File: src/rtl/input_event_arbiter_pkg.sv
// Shared types and constants for the debounced input event arbiter.
// Holds the arbiter FSM encoding, event type codes and a counter sizing helper.
package input_event_arbiter_pkg;

    typedef enum logic {
        IDLE  = 1'b0,
        OFFER = 1'b1
    } arb_state_t;

    localparam logic EVT_RELEASE = 1'b0;
    localparam logic EVT_PRESS   = 1'b1;

    // Bits needed to count 0 .. cycles-1, never less than one bit.
    function automatic int cntWidth(input int cycles);
        int w;
        w = $clog2(cycles);
        return (w < 1) ? 1 : w;
    endfunction

endpackage

File: src/rtl/input_event_arbiter_debounce_channel.sv
// One input channel: two-flop synchronizer, stability counter and debounced level.
// o_changed is a combinational strobe high in the cycle before o_state toggles.
module debounce_channel
    import input_event_arbiter_pkg::*;
#(
    parameter int DEBOUNCE_CYCLES = 16
) (
    input  logic clk,
    input  logic rst,
    input  logic i_async,
    output logic o_state,
    output logic o_changed,
    output logic o_newLevel
);

    localparam int CNT_W = cntWidth(DEBOUNCE_CYCLES);
    localparam logic [CNT_W-1:0] CNT_LAST = CNT_W'(DEBOUNCE_CYCLES - 1);

    logic             r_meta;
    logic             r_sync;
    logic             r_state;
    logic [CNT_W-1:0] r_count;

    logic w_mismatch;
    logic w_fire;

    assign w_mismatch = r_sync ^ r_state;
    assign w_fire     = w_mismatch && (r_count == CNT_LAST);

    always_ff @(posedge clk or posedge rst) begin
        if (rst) begin
            r_meta <= 1'b0;
            r_sync <= 1'b0;
        end else begin
            r_meta <= i_async;
            r_sync <= r_meta;
        end
    end

    // The counter never passes CNT_LAST: reaching it with a mismatch flips the level.
    always_ff @(posedge clk or posedge rst) begin
        if (rst) begin
            r_state <= 1'b0;
            r_count <= '0;
        end else if (w_fire) begin
            r_state <= ~r_state;
            r_count <= '0;
        end else if (w_mismatch) begin
            r_count <= r_count + 1'b1;
        end else begin
            r_count <= '0;
        end
    end

    assign o_state    = r_state;
    assign o_changed  = w_fire;
    assign o_newLevel = r_sync;

endmodule

File: src/rtl/input_event_arbiter.sv
// Debounces N asynchronous buttons and serialises their press/release events
// through a round-robin arbiter onto a valid/ready event port.
module input_event_arbiter
    import input_event_arbiter_pkg::*;
#(
    parameter int N_INPUTS        = 4,
    parameter int DEBOUNCE_CYCLES = 16
) (
    input  logic                        clk,
    input  logic                        rst,
    input  logic [N_INPUTS-1:0]         btn_async,
    output logic                        evt_valid,
    input  logic                        evt_ready,
    output logic [$clog2(N_INPUTS)-1:0] evt_id,
    output logic                        evt_press,
    output logic [N_INPUTS-1:0]         btn_state,
    output logic [N_INPUTS-1:0]         overflow,
    input  logic [N_INPUTS-1:0]         overflow_clr
);

    localparam int ID_W = $clog2(N_INPUTS);
    localparam logic [N_INPUTS-1:0] ONE_HOT0 = N_INPUTS'(1);

    logic [N_INPUTS-1:0] w_changed;
    logic [N_INPUTS-1:0] w_newLevel;
    logic [N_INPUTS-1:0] w_btnState;

    logic [N_INPUTS-1:0] r_pending;
    logic [N_INPUTS-1:0] r_pendType;
    logic [N_INPUTS-1:0] r_overflow;
    logic [ID_W-1:0]     r_lastGrant;
    arb_state_t          r_state;
    logic [ID_W-1:0]     r_evtId;
    logic                r_evtPress;

    logic                w_grantValid;
    logic [ID_W-1:0]     w_grantIdx;
    logic [ID_W-1:0]     w_scanIdx;
    logic                w_take;
    logic [N_INPUTS-1:0] w_grantMask;
    logic [N_INPUTS-1:0] w_overflowSet;

    for (genvar g = 0; g < N_INPUTS; g++) begin : g_chan
        debounce_channel #(
            .DEBOUNCE_CYCLES (DEBOUNCE_CYCLES)
        ) u_chan (
            .clk        (clk),
            .rst        (rst),
            .i_async    (btn_async[g]),
            .o_state    (w_btnState[g]),
            .o_changed  (w_changed[g]),
            .o_newLevel (w_newLevel[g])
        );
    end

    // Scan starts one past the last grant so every channel gets a turn.
    always_comb begin
        w_grantValid = 1'b0;
        w_grantIdx   = '0;
        w_scanIdx    = '0;
        for (int k = 1; k <= N_INPUTS; k++) begin
            w_scanIdx = ID_W'((int'(r_lastGrant) + k) % N_INPUTS);
            if (!w_grantValid && r_pending[w_scanIdx]) begin
                w_grantValid = 1'b1;
                w_grantIdx   = w_scanIdx;
            end
        end
    end

    assign w_take        = (r_state == IDLE) && w_grantValid;
    assign w_grantMask   = w_take ? (ONE_HOT0 << w_grantIdx) : '0;
    // A channel being granted this cycle has room for a fresh event, so no loss.
    assign w_overflowSet = w_changed & r_pending & ~w_grantMask;

    always_ff @(posedge clk or posedge rst) begin
        if (rst) begin
            r_pending  <= '0;
            r_pendType <= '0;
            r_overflow <= '0;
        end else begin
            r_pending  <= (r_pending & ~w_grantMask) | w_changed;
            r_overflow <= (r_overflow & ~overflow_clr) | w_overflowSet;
            for (int ch = 0; ch < N_INPUTS; ch++) begin
                if (w_changed[ch]) begin
                    r_pendType[ch] <= w_newLevel[ch] ? EVT_PRESS : EVT_RELEASE;
                end
            end
        end
    end

    // Leaving OFFER always passes through IDLE, giving one bubble per event.
    always_ff @(posedge clk or posedge rst) begin
        if (rst) begin
            r_state     <= IDLE;
            r_evtId     <= '0;
            r_evtPress  <= EVT_RELEASE;
            r_lastGrant <= ID_W'(N_INPUTS - 1);
        end else begin
            case (r_state)
                IDLE: begin
                    if (w_grantValid) begin
                        r_state     <= OFFER;
                        r_evtId     <= w_grantIdx;
                        r_evtPress  <= r_pendType[w_grantIdx];
                        r_lastGrant <= w_grantIdx;
                    end
                end
                OFFER: begin
                    if (evt_ready) begin
                        r_state <= IDLE;
                    end
                end
                default: r_state <= IDLE;
            endcase
        end
    end

    assign evt_valid = (r_state == OFFER);
    assign evt_id    = r_evtId;
    assign evt_press = r_evtPress;
    assign btn_state = w_btnState;
    assign overflow  = r_overflow;

endmodule
File: config.mk
export PLATFORM = sky130hd
export DESIGN_NAME = input_event_arbiter
export DESIGN_NICKNAME = d
export VERILOG_FILES = /design/src/rtl/input_event_arbiter_pkg.sv /design/src/rtl/input_event_arbiter_debounce_channel.sv /design/src/rtl/input_event_arbiter.sv
export SDC_FILE = /design/constraint.sdc
export NUM_CORES = 1
export LEC_CHECK = 0
export ABC_CLOCK_PERIOD_IN_PS = 2000
export CAP_MARGIN = 20
export CORE_MARGIN = 3
export CORE_UTILIZATION = 49
export CTS_BUF_LIST = sky130_fd_sc_hd__clkbuf_4 sky130_fd_sc_hd__clkbuf_8 sky130_fd_sc_hd__clkbuf_16
export DETAILED_ROUTE_END_ITERATION = 7
export PLACE_DENSITY = 0.76
export SYNTH_ARGS = -nofsm -noshare
export SYNTH_HDL_FRONTEND = slang
export SYNTH_HIERARCHICAL = 1
export SYNTH_SLANG_ARGS = --single-unit
export TNS_END_PERCENT = 20
File: constraint.sdc
create_clock -name clk -period 2 [get_ports clk]
set_clock_uncertainty 0.2 [all_clocks]
set_input_delay 0.5 -clock clk [delete_from_list [all_inputs] [get_ports clk]]
set_output_delay 0.5 -clock clk [all_outputs]
set_load 0.01 [all_outputs]
# ---- Word level (Yosys, flattened, before mapping)
# Index checks and enable logic that the tools add are counted.
dict set report totals {
  ff_bits 46
  latch_bits 0
  mem_bits_rw 0
  mem_bits_ro 0
  out_inout_bits 12
  word_cells 107
  mem_count 0
}
dict set report op_classes {
  add_sub_neg 8
  n_mul 0
  div_mod_pow 0
  n_lt_le_gt_ge 5
  eq_ne 4
  shift 1
  muxes 34
  n_bitwise 17
  n_reduce_logical 12
}
# operator n
set ops {}
lappend ops {{4-bit two-way mux} 9}
lappend ops {{4-bit by 1-bit adder with 4-bit output, second input constant} 4}
lappend ops {{4-bit bitwise AND} 4}
lappend ops {{4-bit == test, second input constant} 4}
lappend ops {{2-bit by 3-bit < comparator with 1-bit output, second input constant} 5}
lappend ops {{1-bit two-way mux} 15}
lappend ops {{1-bit binary-select mux with 2-bit select} 5}
lappend ops {{1-bit logical AND} 8}
lappend ops {{2-bit two-way mux} 4}
lappend ops {{4-bit inverter} 2}
lappend ops {{4-bit OR} 2}
lappend ops {{1-bit inverter} 5}
lappend ops {{2-bit by 1-bit adder with 2-bit output, second input constant} 2}
lappend ops {{2-bit adder, second input constant} 2}
lappend ops {{1-bit by 2-bit << shifter with 4-bit output, first input constant} 1}
lappend ops {{1-bit bitwise XOR} 4}
lappend ops {{1-bit logical NOT} 3}
lappend ops {{1-bit one-hot mux with 2 select lines} 1}
lappend ops {{2-bit AND reduction} 1}

# ---- Logic depth before layout (Yosys ltp)
dict set report depth {
  word_depth 18
  depth_mapped 5
  depth_no_buf 5
}

# ---- Cells and area by module
# Netlist, hierarchy kept.
# mod instances cells_each area_per_inst_um2 seq_area_each_um2
set by_module_without_submodules {}
lappend by_module_without_submodules {debounce_channel 4 22 270.3 175.2}
lappend by_module_without_submodules {input_event_arbiter 1 79 832.0 452.9}

# ---- Worst setup path after synthesis
# OpenSTA, ideal clock, no wires.
dict set report synth_timing {
  kind {register to register}
  from {reg r_lastGrant[1]}
  to {reg r_evtPress, in the netlist evt_press}
  setup_ps 123
  arrival_time_ps 1551
  t_required_ps 1677
  setup_slack_ps 126
  stages_incl_launch_ff 6
  n_path_buf 0
  synth_period_minus_slack_ps 1874
  cell_sequence {dfstp_2 > a21bo_1 > a21oi_2 > nor3_2 > mux2_1 > o221a_1}
}
dict set report synth_via {
  elab_chain_cells 15
}
# element line_no
set synth_lines {}
lappend synth_lines {{from (decl)} input_event_arbiter.sv:31} ;# logic [ID_W-1:0] r_lastGrant;
lappend synth_lines {{from (signal assigned)} input_event_arbiter.sv:97} ;# r_lastGrant <= ID_W'(N_INPUTS - 1);
lappend synth_lines {{from (signal assigned)} input_event_arbiter.sv:105} ;# r_lastGrant <= w_grantIdx;
lappend synth_lines {{2-bit by 1-bit adder with 2-bit output} input_event_arbiter.sv:62} ;# w_scanIdx = ID_W'((int'(r_lastGrant) + k) % N_INPUTS);
lappend synth_lines {{1-bit binary-select mux with 2-bit select} input_event_arbiter.sv:63} ;# if (!w_grantValid && r_pending[w_scanIdx]) begin
lappend synth_lines {{1-bit two-way mux (not written as such)} input_event_arbiter.sv:63}
lappend synth_lines {{1-bit two-way mux} input_event_arbiter.sv:63}
lappend synth_lines {{1-bit logical NOT} input_event_arbiter.sv:63}
lappend synth_lines {{1-bit logical AND} input_event_arbiter.sv:63}
lappend synth_lines {{1-bit two-way mux} input_event_arbiter.sv:63}
lappend synth_lines {{1-bit logical NOT} input_event_arbiter.sv:63}
lappend synth_lines {{1-bit logical AND} input_event_arbiter.sv:63}
lappend synth_lines {{1-bit two-way mux} input_event_arbiter.sv:63}
lappend synth_lines {{1-bit logical NOT} input_event_arbiter.sv:63}
lappend synth_lines {{1-bit logical AND} input_event_arbiter.sv:63}
lappend synth_lines {{2-bit two-way mux} input_event_arbiter.sv:63}
lappend synth_lines {{1-bit binary-select mux with 2-bit select} input_event_arbiter.sv:104} ;# r_evtPress <= r_pendType[w_grantIdx];
lappend synth_lines {{1-bit two-way mux (not written as such)} input_event_arbiter.sv:104}
lappend synth_lines {{to (signal assigned)} input_event_arbiter.sv:104}
lappend synth_lines {{to (decl)} input_event_arbiter.sv:34} ;# logic r_evtPress;
# Parallel ways exist; a longest one is shown, timed or not. The select of a mux whose other input is x is not followed.
# A chain may end at the register's enable or synchronous reset.

# ---- Worst setup path in the final report
# Same ends and word-level chain as after synthesis.

==> results.toml <==
[pwr]
pwr-share-comb = 0.066
seqPwrFrac = 0.605
powerDensity_nw_per_um2 = 704
p_sw_frac = 0.221
pwr-share-clk = 0.329
internal_power_mw = 1.28
peakVddDrop_mv = 0.516
p_switching_mw = 0.362
p_leak_nw = 1.11

[clocking]
clk_pin_slew_ns = 0.08
cts_num_sinks = 46
clk_root_buffer_cell = "clkbuf_8"
cts_tree = "done"
numCtsBuffers = 5
htree_levels = 2
clock_latency_ns = 0.29
clockBufferDepth = 2

[setup_path]
arrival_ns = 1.96
required_ns = 1.98
cp-start-kind = "flop"
path_buf_inv = 0
crit_chain = "a21bo_1, a21oi_2, nor3_4, mux2_1, o221a_1"
critPathKind = "reg2reg"
end_kind = "flop"
cpPeakStageDelay_ns = 0.56
crit_family = "flip-flops"
crit_fanout = 6
crit_path_top_delay_cell = "dfstp_2"

[placement]
numPortBuffers = 22
placed_cells = 240
place_congestion = 0.863
hpwlAfterDp_microns = 2440

[route]
drt-pass1-iter-count = 4
vias = 1288
drt_iter0_drc = 107
vias_per_cell = 5.19
wl_per_cell_microns = 12.8
postRouteAntennaNets = 0
drc = 0
wirelength_microns = 3180

[yosys]
yosys_register_bits = 46
synth_compound_area_frac = 0.103
synth_edf_count = 0
synth_xor_area_frac = 0.0549
synth_top_family_by_area = "simple AND/OR/NAND/NOR gates"
syn_area_sq_um = 1910
synth_area_per_cell_sq_um = 11.5
synthesis.nets = 182
synth_mux_area_frac = 0.0523
synth-simple-area-share = 0.124
synth_cells = 167
synth_fa_ha_area_frac = 0.0262
yosys_most_used_dff = "dfrtp_1"
synthArstFlopShare = 1.00
yosys_warnings = 6
synth_cell_type_count = 34
seq_area_frac_synth = 0.603

[sta]
tns_ns = 0
max_clock_freq_mhz = 505
worst_slew_pin_slew_ns = 0.396
slew_headroom = 0.734
hold_violations = 0
period_minus_slack_ns = 1.98
drv_slew = 0
rsz0062_at_grt = "yes"
final-setup-viol-count = 0
post-route-period-util = 0.990

[die]
die_h_microns = 68.5
num_rows = 22
die-area_sq_um = 4690
io_pins = 23
die-width_microns = 68.5
start_util = 0.515
core_sq_um = 3720

[finish]
final_net_count = 214
nFillCells = 295
area_growth_pct = 21.7
drive_gt1_frac = 0.130
instances_no_fill = 248
regArea_sq_um = 1150
layout_commonest_cell = "dfrtp_1"
num_antenna_cells = 0
multiInputGateArea_sq_um = 711
layout_common_cells = "dfrtp_1, nor2_1, clkdlybuf4s50_1, inv_1"

[grt]
grt.overflow.total = 0
grt_pass1_vias = 1297
grt_max_degree = 19
antenna_found_initial = 0
grt_pass1_wl_microns = 5530
grt_usage = 0.160

[outcome]
status = "complete, no violations"

[flow_run]
maxCapViolCount = 0

[min_path]
min-delay-path-class = "reg2reg"
per-layer routing:
metal / track usage / vias up / share of wire
li1: - / 625 / -
met1: 0.205 / 617 / 0.44
met2: 0.250 / 38 / 0.49
met3: 0.0476 / 8 / 0.061
met4: 0.0670 / 0 / 0.016
met5: 0 / - / 0
state kept, by name, summed over array words and instances, names as in the netlist:
name / cells
g_chan.u_chan/o_newLevel: 4
r_lastGrant: 2
overflow: 4
g_chan.u_chan/o_state: 4
evt_valid: 1
evt_id: 2
r_pending: 4
g_chan.u_chan/r_count: 16
g_chan.u_chan/r_meta: 4
evt_press: 1
r_pendType: 4
kinds of logic (layout without fill, tap and decap cells):
group                      count (synthesis)  in the layout
AOI/OAI and AO/OA                         26             26
xor gates and xnor gates                  12             12
adders and majority gates                  4              4
buffers and inverters                     19             52
DFF                                       46             46
muxes                                      9              9
and+or+nand+nor                           51             51
cells in the mapped netlist, drive strengths merged, types with 2 or more instances:
| cell type | number | area, sq um |
|---|---|---|
| nor4 | 2 | 12.5 |
| o311ai | 2 | 17.5 |
| nor3 | 2 | 15.0 |
| dfstp | 2 | 52.6 |
| o22ai | 2 | 12.5 |
| xor2 | 4 | 35.0 |
| mux2 | 8 | 90.1 |
| dfrtp | 44 | 1100 |
| a21oi | 5 | 32.5 |
| inv | 19 | 71.3 |
| o21ai | 5 | 25.0 |
| a31o | 4 | 35.0 |
| a21bo | 2 | 20.0 |
| nor2 | 25 | 93.8 |
| xnor2 | 8 | 70.1 |
| or2b | 2 | 17.5 |
| nand3 | 8 | 40.0 |
| ha | 4 | 50.1 |
| nand2 | 8 | 30.0 |
final cells by class:
cell class                 instances  area share
sequential                        46       0.496
timing repair buffer              25       0.105
tap                               48      0.0258
clock inverter                     2     0.00430
multi-input combinational        102       0.305
inverter                          19      0.0306
clock buffer                       6      0.0328
power by group through the flow:
stage / clock [mW] / combinational, mW / sequential, mW
2_1_floorplan: 0 / 0.0643 / 1.01
3_3_place_gp: 0 / 0.105 / 1.01
3_5_place_dp: 0 / 0.111 / 1.01
4_1_cts: 0.563 / 0.111 / 0.991
5_1_grt: 0.599 / 0.126 / 0.997
6_report: 0.539 / 0.107 / 0.992
what timing repair did:
item / in CTS / in global routing
setup endpoints to repair: 2 / 7
hold endpoints to repair: 0 / 0
resized for setup: 2 / 4
pin swaps: 0 / 1
hold buffers: 0 / 0
buffers inserted: 0 / 0
per-stage QoR:
stage	area, sq um	utilization	hold slack (ns)	total power [mW]	setup slack [ns]
floorplan	1910	-	0.103	1.07	0.126
global placement	2220	0.596	0.132	1.11	0.0819
detailed placement	2220	0.596	0.135	1.12	-0.0133
CTS	2310	0.622	0.152	1.67	0.0121
global route	2330	0.627	0.166	1.72	-0.0602
finish	2330	0.627	0.151	1.64	0.0205
final timing paths:
check	slack, ns	start	depth (start not counted)	to
max	0.02	r_lastGrant[1]$_DFFE_PP1P_	5	evt_press$_DFFE_PP0P_
min	0.15	g_chan[2].u_chan/r_meta$_DFF_PP0_	0	g_chan[2].u_chan/o_newLevel$_DFF_PP0_
max reg2reg	0.02	r_lastGrant[1]$_DFFE_PP1P_	5	evt_press$_DFFE_PP0P_
min reg2reg	0.15	g_chan[2].u_chan/r_meta$_DFF_PP0_	0	g_chan[2].u_chan/o_newLevel$_DFF_PP0_
max in group asynchronous	0.90	rst	3	r_lastGrant[1]$_DFFE_PP1P_
min in group asynchronous	0.36	rst	2	g_chan[2].u_chan/r_count[1]$_DFF_PP0_
(Power assumes the default switching activity.)
